<file path="src/rtl/alu_ctrl_issue_if.sv">
// Request/issue bundle between the control stage and the ALU-control issue block.
// master = control/ID side, slave = alu_ctrl_issue.
interface alu_ctrl_issue_if;
  logic       valid_i;
  logic       ready_o;
  logic [1:0] ALUOp_i;
  logic [6:0] funct7_i;
  logic [2:0] funct3_i;
  logic [2:0] ALUCtrl_o;
  logic       ctrl_valid_o;
  logic       illegal_o;
  logic       busy_o;

  modport master (
    output valid_i, ALUOp_i, funct7_i, funct3_i,
    input  ready_o, ALUCtrl_o, ctrl_valid_o, illegal_o, busy_o
  );

  modport slave (
    input  valid_i, ALUOp_i, funct7_i, funct3_i,
    output ready_o, ALUCtrl_o, ctrl_valid_o, illegal_o, busy_o
  );
endinterface

</file>
<file path="src/rtl/alu_ctrl_issue.sv">
// Decodes ALUOp/funct7/funct3 into the 3-bit ALUCtrl code and issues it through a
// registered valid/ready stage; MUL issues are held for MUL_CYCLES cycles.
module alu_ctrl_issue #(
  parameter int unsigned MUL_CYCLES = 4
) (
  input  logic              clk_i,
  input  logic              rst_i,
  alu_ctrl_issue_if.slave   bus
);

  typedef enum logic [1:0] {IDLE, ISSUE, MUL_WAIT} state_t;

  localparam logic [2:0] ALU_AND  = 3'b000;
  localparam logic [2:0] ALU_OR   = 3'b001;
  localparam logic [2:0] ALU_ADD  = 3'b010;
  localparam logic [2:0] ALU_PASS = 3'b011;
  localparam logic [2:0] ALU_MUL  = 3'b100;
  localparam logic [2:0] ALU_SUB  = 3'b110;
  localparam logic [3:0] MUL_LAST = 4'(MUL_CYCLES - 1);

  state_t     state_q, state_d;
  logic [3:0] cnt_q, cnt_d;
  logic [2:0] code_q, code_d;
  logic       valid_q, valid_d;
  logic       illegal_q, illegal_d;
  logic       busy_q, busy_d;

  logic       ready;
  logic       accept;
  logic [2:0] dec_code;
  logic       dec_illegal;
  logic       dec_mul;

  assign ready  = !(state_q == MUL_WAIT && cnt_q != '0);
  assign accept = bus.valid_i && ready;

  always_comb begin
    dec_code    = ALU_PASS;
    dec_illegal = 1'b1;
    case (bus.ALUOp_i)
      2'b00: begin
        dec_code    = ALU_ADD;
        dec_illegal = 1'b0;
      end
      2'b01: begin
        dec_code    = ALU_SUB;
        dec_illegal = 1'b0;
      end
      2'b11: begin
        if (bus.funct3_i == 3'b000) begin
          dec_code    = ALU_ADD;
          dec_illegal = 1'b0;
        end
      end
      2'b10: begin
        if (bus.funct7_i == 7'b0000000) begin
          case (bus.funct3_i)
            3'b111:  begin dec_code = ALU_AND; dec_illegal = 1'b0; end
            3'b110:  begin dec_code = ALU_OR;  dec_illegal = 1'b0; end
            3'b000:  begin dec_code = ALU_ADD; dec_illegal = 1'b0; end
            default: ;
          endcase
        end else if (bus.funct7_i == 7'b0100000 && bus.funct3_i == 3'b000) begin
          dec_code    = ALU_SUB;
          dec_illegal = 1'b0;
        end else if (bus.funct7_i == 7'b0000001 && bus.funct3_i == 3'b000) begin
          dec_code    = ALU_MUL;
          dec_illegal = 1'b0;
        end
      end
      default: ;
    endcase
  end

  assign dec_mul = !dec_illegal && dec_code == ALU_MUL;

  always_comb begin
    state_d   = state_q;
    cnt_d     = cnt_q;
    code_d    = code_q;
    valid_d   = 1'b0;
    illegal_d = 1'b0;
    busy_d    = 1'b0;
    if (state_q == MUL_WAIT && cnt_q != '0) begin
      // Final countdown step lands on cnt 0, which is the completing MUL cycle.
      cnt_d   = cnt_q - 4'd1;
      code_d  = ALU_MUL;
      busy_d  = (cnt_q != 4'd1);
      valid_d = (cnt_q == 4'd1);
    end else if (accept) begin
      if (dec_mul && MUL_CYCLES > 1) begin
        state_d = MUL_WAIT;
        cnt_d   = MUL_LAST;
        code_d  = ALU_MUL;
        busy_d  = 1'b1;
      end else begin
        state_d   = ISSUE;
        code_d    = dec_code;
        valid_d   = 1'b1;
        illegal_d = dec_illegal;
      end
    end else begin
      state_d = IDLE;
    end
  end

  always_ff @(posedge clk_i or negedge rst_i) begin
    if (!rst_i) begin
      state_q   <= IDLE;
      cnt_q     <= '0;
      code_q    <= ALU_PASS;
      valid_q   <= 1'b0;
      illegal_q <= 1'b0;
      busy_q    <= 1'b0;
    end else begin
      state_q   <= state_d;
      cnt_q     <= cnt_d;
      code_q    <= code_d;
      valid_q   <= valid_d;
      illegal_q <= illegal_d;
      busy_q    <= busy_d;
    end
  end

  assign bus.ready_o      = ready;
  assign bus.ALUCtrl_o    = code_q;
  assign bus.ctrl_valid_o = valid_q;
  assign bus.illegal_o    = illegal_q;
  assign bus.busy_o       = busy_q;

endmodule

</file>
<file path="src/flat_wrapper.sv">
// flat-port wrapper written by rule: the top's interface ports become plain ports
module alu_ctrl_issue_flat 
#(
  parameter int unsigned MUL_CYCLES = 4
)
  (clk_i, rst_i, bus_valid_i, bus_ALUOp_i, bus_funct7_i, bus_funct3_i, bus_ready_o, bus_ALUCtrl_o, bus_ctrl_valid_o, bus_illegal_o, bus_busy_o);
  alu_ctrl_issue_if bus_i ();
  input  logic clk_i;
  input  logic rst_i;
  input wire logic [$bits(bus_i.valid_i)-1:0] bus_valid_i;
  input wire logic [$bits(bus_i.ALUOp_i)-1:0] bus_ALUOp_i;
  input wire logic [$bits(bus_i.funct7_i)-1:0] bus_funct7_i;
  input wire logic [$bits(bus_i.funct3_i)-1:0] bus_funct3_i;
  output wire logic [$bits(bus_i.ready_o)-1:0] bus_ready_o;
  output wire logic [$bits(bus_i.ALUCtrl_o)-1:0] bus_ALUCtrl_o;
  output wire logic [$bits(bus_i.ctrl_valid_o)-1:0] bus_ctrl_valid_o;
  output wire logic [$bits(bus_i.illegal_o)-1:0] bus_illegal_o;
  output wire logic [$bits(bus_i.busy_o)-1:0] bus_busy_o;
  assign bus_i.valid_i = bus_valid_i;
  assign bus_i.ALUOp_i = bus_ALUOp_i;
  assign bus_i.funct7_i = bus_funct7_i;
  assign bus_i.funct3_i = bus_funct3_i;
  assign bus_ready_o = bus_i.ready_o;
  assign bus_ALUCtrl_o = bus_i.ALUCtrl_o;
  assign bus_ctrl_valid_o = bus_i.ctrl_valid_o;
  assign bus_illegal_o = bus_i.illegal_o;
  assign bus_busy_o = bus_i.busy_o;
  alu_ctrl_issue #(.MUL_CYCLES(MUL_CYCLES)) u_core (.clk_i(clk_i), .rst_i(rst_i), .bus(bus_i));
endmodule
</file>
<file path="config.mk">
export PLATFORM = sky130hd
export DESIGN_NAME = alu_ctrl_issue_flat
export DESIGN_NICKNAME = d
export VERILOG_FILES = /design/src/rtl/alu_ctrl_issue_if.sv /design/src/rtl/alu_ctrl_issue.sv /design/src/flat_wrapper.sv
export SDC_FILE = /design/constraint.sdc
export NUM_CORES = 1
export LEC_CHECK = 0
export ABC_AREA = 1
export ABC_CLOCK_PERIOD_IN_PS = 2820
export CAP_MARGIN = 10
export CORE_ASPECT_RATIO = 1.4
export CORE_MARGIN = 4
export CORE_UTILIZATION = 40
export CTS_BUF_LIST = sky130_fd_sc_hd__clkbuf_16
export DETAILED_ROUTE_END_ITERATION = 7
export GPL_TIMING_DRIVEN = 0
export PLACE_DENSITY = 0.79
export SLEW_MARGIN = 40
export SYNTH_ARGS = -nofsm -noshare
export SYNTH_HDL_FRONTEND = slang
export SYNTH_SLANG_ARGS = --single-unit
export TNS_END_PERCENT = 10
</file>
<file path="constraint.sdc">
create_clock -name clk_i -period 2.82 [get_ports clk_i]
set_clock_uncertainty 0.15 [all_clocks]
set_input_delay 0.564 -clock clk_i [delete_from_list [all_inputs] [get_ports clk_i]]
set_output_delay 0.564 -clock clk_i [all_outputs]
set_load 0.02 [all_outputs]
</file>
==> key figures <==
Placed design
  • Gpl congestion: 0.779
  • Post-DP HPWL: 1250 um
  • Dpl ws: 0.392 ns
  • Buffers added on ports: 21

Logic synthesis
  • Avg Cell Area, Syn: 7.18 um^2
  • Largest family of logic cells by synthesized area: simple AND/OR/NAND/NOR gates
  • Simple-gate share of the synthesized area: 0.382
  • Mux contribution to synthesized area: 0
  • Cells after synthesis: 106
  • Yosys Warn Count: 0
  • Synthesized cell area: 761 um^2
  • Post-synth EDFFs: 0
  • Synth Area in Compound Gates: 0.0855
  • Post-synth top area cell: dfrtp_1
  • Adder-Cell Fraction of Synth Area: 0.0329
  • Register bit total from synthesis: 12
  • Yosys cell types: 23
  • Ranking of synthesized cells by area: dfrtp_1 (33%), nand2_1 (15%), inv_1 (7.9%)
  • Yosys top cell area share: 0.329
  • Sequential area share after synthesis: 0.398
  • Async set-reset flop share out of synthesis: 1.00
  • Syn_nets: 123
  • Synth Area in XOR/XNOR: 0.0115
  • Post-synth top flop: dfrtp_1

Clock network
  • Number of buffers added for setup after CTS: 0
  • Hold_buf cts: 0
  • TritonCTS Buffers: 3
  • Largest buffer count on any clock path: 2
  • Clock-pin slew on the worst setup and hold paths: 0.05 ns
  • Clock Tree Root: clkbuf_16
  • Clk_lat worst skew: 0.24 ns
  • H-Tree Level Count: 1
  • Clock sinks: 12
  • CTS tree: built
  • Cts repair resizes: 0

Setup path
  • Crit. path cell count: 6
  • Worst stage delay on the critical path: 0.63 ns
  • FF-to-FF path depth: 9
  • FF-to-FF End: u_core.bus.ALUCtrl_o[2]
  • Top Family by Delay on Critical Path: buffers and inverters
  • Reg2Reg Launch Point: u_core.cnt_q[0]
  • Worst Setup Path Type: flip-flop to output pin
  • Critical Path RT: 2.11 ns
  • Crit path DAT: 1.99 ns
  • R2R setup slack: 1.21 ns
  • Crit path cell chain: inv_1 > ha_1 > nand2_1 > nand2_2 > buf_2 > clkdlybuf4s50_1
  • Worst Path Max Fanout: 10
  • Critical Path End Type: output pin
  • CP Launch Type: flip-flop
  • Slowest-stage cell, CP: clkdlybuf4s50_1
  • Crit path buf inv count: 3

Routing
  • Via Count: 721
  • DR vias/cell: 4.77
  • Post-Route WL: 1560 um
  • Antenna Violating Nets Remaining: 0
  • Residual DRC count: 0
  • 1st-iter DRT viols: 21
  • Avg WL per Cell: 10.3 um
  • Drt pass-1 iters: 4

Floorplanning
  • Die H: 59.6 um
  • Total Die Area: 2670 um^2
  • Die Span X: 44.9 um
  • Core area: 1780 um^2
  • Initial core utilization: 0.428
  • Site Rows: 18
  • I/O Pins: 22

Global route
  • Antenna violations before repair: 0
  • Grt total ovfl: 0
  • Largest net degree at the start of global routing: 13
  • Vias in the first global route: 639
  • All-Layer GR Usage: 0.135
  • First-pass GRT wire length: 2590 um

Hold path
  • Worst Hold Launch: u_core.bus.ALUCtrl_o[0]
  • Hold Crit Depth: 2
  • Hold Path Class: flip-flop to flip-flop
  • Worst hold endpoint: u_core.bus.ALUCtrl_o[0]

Finish
  • Commonest non-fill, non-tap cell in the layout: nand2_1
  • Fill cells: 156
  • Commonest non-fill, non-tap cells in the layout: nand2_1 (30), clkdlybuf4s50_1 (21), inv_1 (16), nor2_1 (12)
  • Layout cells sized above 1: 0.130
  • Final layout net count: 149
  • Synth-to-Final Area Change: 41.3%
  • Antenna Cells: 0

Pwr
  • Power density over the cells: 482 nW/um^2
  • Maximum VDD drop: 0.243 mV
  • Leakage: 0.000534 uW

Timing
  • Min Tclk post-route: 2.70 ns
  • Slew Limit Fails: 0
  • Final TNS setup: 0 ns
  • Worst slew pin tran: 0.538 ns
  • Final Hold Viols: 0
  • Slew headroom: 0.640
  • Setup WS post-layout: 0.116 ns
  • Final setup vio count: 0
  • Highest Clock Rate: 370 MHz
  • Period utilization: 0.959
  • RSZ-0062 raised after global routing: no
  • Min Hold Slack: 0.344 ns

Run
  • Maximum Capacitance Violations: 0

Run status
  • Outcome: completed
==> synthesized netlist by cell type, types with 2 or more instances <==
master   instances
dfrtp_1         10
ha_1             2
nand3_1         10
o21ai_0          3
nor2_2           3
dfstp_2          2
a21oi_1          2
o21ai_1          2
nand2_1         30
nand2_2          3
inv_1           16
nor2_1          12
==> registers in the layout, indices dropped and copies added (netlist names) <==
signal                   count
u_core.bus.illegal_o         1
u_core.cnt_q                 4
u_core.bus.ALUCtrl_o         3
u_core.bus.ctrl_valid_o      1
u_core.bus.busy_o            1
u_core.state_q               2
==> worst max path at each step <==
stage	from	to	slack, ns
2_1_floorplan	u_core.cnt_q[0]	bus_ready_o	1.08
3_3_place_gp	u_core.cnt_q[0]	bus_ready_o	0.41
3_5_place_dp	u_core.cnt_q[0]	bus_ready_o	0.39
4_1_cts	u_core.cnt_q[0]	bus_ready_o	0.12
5_1_grt	u_core.cnt_q[0]	bus_ready_o	0.01
6_report	u_core.cnt_q[0]	bus_ready_o	0.12
==> stage by stage <==
step | area, um^2 | util | std cells | power, uW
after floorplan | 761 | - | 106 | 218
after detailed placement | 996 | 0.560 | 147 | 259
after global placement | 996 | 0.560 | 147 | 258
after CTS | 1070 | 0.604 | 151 | 524
final | 1070 | 0.604 | 151 | 518
after global routing | 1070 | 0.604 | 151 | 539
==> tightest hold or removal path: stages (launching register included) <==
cell     delay (ns)
dfstp_2        0.36
nand3_1        0.07
o21ai_1        0.06
==> power by group <==
| group | internal [uW] | leakage, uW | switching (uW) |
|---|---|---|---|
| Sequential | 181 | 0.000153 | 3.27 |
| Clock | 187 | 0.0000385 | 74.7 |
| Combinational | 36.7 | 0.000343 | 34.9 |
==> per-layer routing <==
| layer | wire, um | vias up | track usage |
|---|---|---|---|
| met1 | 610 | 314 | 0.141 |
| li1 | - | 379 | - |
| met2 | 800 | 23 | 0.230 |
| met5 | 0 | - | 0 |
| met4 | 66 | 0 | 0.113 |
| met3 | 84 | 5 | 0.0182 |
==> cell type report <==
class	instances	area, um^2	area share
multi-input cells	76	389	0.362
clock inverters	1	3.75	0.00349
plain buffers	1	5.00	0.00466
repair buffers	21	210	0.196
inverters	17	63.8	0.0594
well taps	20	25.0	0.0233
flip-flops and latches	12	303	0.282
clock buffers	3	75.1	0.0698
==> kinds of logic after synthesis <==
| group | count (synthesis) |
|---|---|
| xor gates and xnor gates | 1 |
| buffers and inverters | 18 |
| adders and majority gates | 2 |
| DFF | 12 |
| and+or+nand+nor | 62 |
| AOI/OAI and AO/OA | 11 |
Power figures use the tool's default switching activity.
==> RTL change: new RTL, same settings <==
Reset style: synchronous (`rst_i`), changed in one clocked block.
--- a/src/rtl/alu_ctrl_issue.sv
+++ b/src/rtl/alu_ctrl_issue.sv
@@ -104,7 +104,7 @@
     end
   end
 
-  always_ff @(posedge clk_i or negedge rst_i) begin
+  always_ff @(posedge clk_i) begin
     if (!rst_i) begin
       state_q   <= IDLE;
       cnt_q     <= '0;
Formal check against the unedited RTL: differs if rst_i is asserted again (counterexample within 4 cycles, from zero or initial values and one cycle with rst_i low); with rst_i held inactive, the same outputs for 10 cycles.
==> RTL change against the unedited design <==
Final area down 5.5%; total power fell by 4.8%; sequential power down 4%; worst setup slack better by 0.31 ns; routed wire length down 5.4%; area after synthesis decreased by 7.6%; sequential cell count unchanged; count of clock-buffer cells in the layout unchanged; largest cell class unchanged; highest routed layer unchanged.
==> RTL change: results (changes against the unedited design) <==
metric	value	unit	change
syn-num-nets	124		+0.81%
synth-adder-area-share	0.0356		+0.00269
postPlaceCellArea	937	um^2	-5.9%
synthFlopType	dfxtp_1		
tightest_slew	0.313	ns	-0.225 ns
nets	150		+0.67%
routedWlPerCell	9.79	um	-5.4%
cellLeakagePower	0.507	nW	-5.2%
hold_start	u_core.bus.ALUCtrl_o[0]$_SDFFE_PN1P_		
post-place-ws	0.618	ns	+0.225 ns
worstReg2RegStart	u_core.cnt_q[0]$_SDFFE_PN0P_		
whs	0.321	ns	-0.0231 ns
peakVddDrop	0.398	mV	+64%
gr-usage-all-layers	0.130		-0.00486
dp_hpwl	1.17	mm	-6.2%
synth_xor_area_frac	0.0125		+0.000942
port_buffers	21		unchanged
drive_gt1_frac	0.106		-0.0237
netlist_top_cells_count	nand2_1, inv_1, dfxtp_1, nand3_1, nor2_1		
crit_fanout	9		-1
cp_data_arrival_time	1.68	ns	-0.31 ns
gp_congestion	0.747		-4.1%
ys_async_sr_fraction	0		-1.00
seq-power	0.177	mW	-4%
period_share	0.849		-0.109
reg2reg_depth	7		-2
grt_max_degree	10		-3
grt_util_met3	0.0280		+0.00971
power	0.493	mW	-4.8%
synth_cell_types	20		-13%
p_comb_frac	0.127		-0.011
startpoint	u_core.cnt_q[1]$_SDFFE_PN0P_		
gr-usage-met2	0.252		+0.0216
synthCells	107		+0.94%
yosysSeqAreaShare	0.342		-0.0564
clock_latency	0.23	ns	
rrSetupSlack	1.16	ns	-0.05 ns
r2r_end	u_core.bus.busy_o$_SDFF_PN0_		
outcome	completed		
met1_usage	0.128		-0.0124
first_iter_violations	24		+14%
synth_area_leaders	dfxtp_1, nand2_1, inv_1		
switching_share	0.199		-0.0187
RTL change: kinds of logic (layout without fill, tap and decap cells):
group	Yosys count	after routing
buffers and inverters	19	44
xor gates and xnor gates	1	1
AOI/OAI and AO/OA	14	14
and+or+nand+nor	59	59
adders and majority gates	2	2
DFF	12	12
RTL change: worst max-delay path: stages (launching register included):
cell,delay [ns]
dfxtp_1,0.32
inv_1,0.10
ha_1,0.20
nand2_1,0.10
nand2_4,0.12
clkdlybuf4s50_1,0.61
RTL change: layout make-up:
| cell class | count | area (um^2) |
|---|---|---|
| Fill cell | 169 | 601 |
| Multi-Input combinational cell | 76 | 392 |
| Sequential cell | 12 | 240 |
| Timing Repair Buffer | 21 | 210 |
| Clock buffer | 3 | 75.1 |
| Inverter | 19 | 71.3 |
| Tap cell | 19 | 23.8 |
| Clock inverter | 1 | 3.75 |
RTL change: layer usage:
layer	wire length, um	vias to the layer above
met2	818	22
met3	88	2
met1	560	317
met4	10	0
li1	-	393
met5	0	-
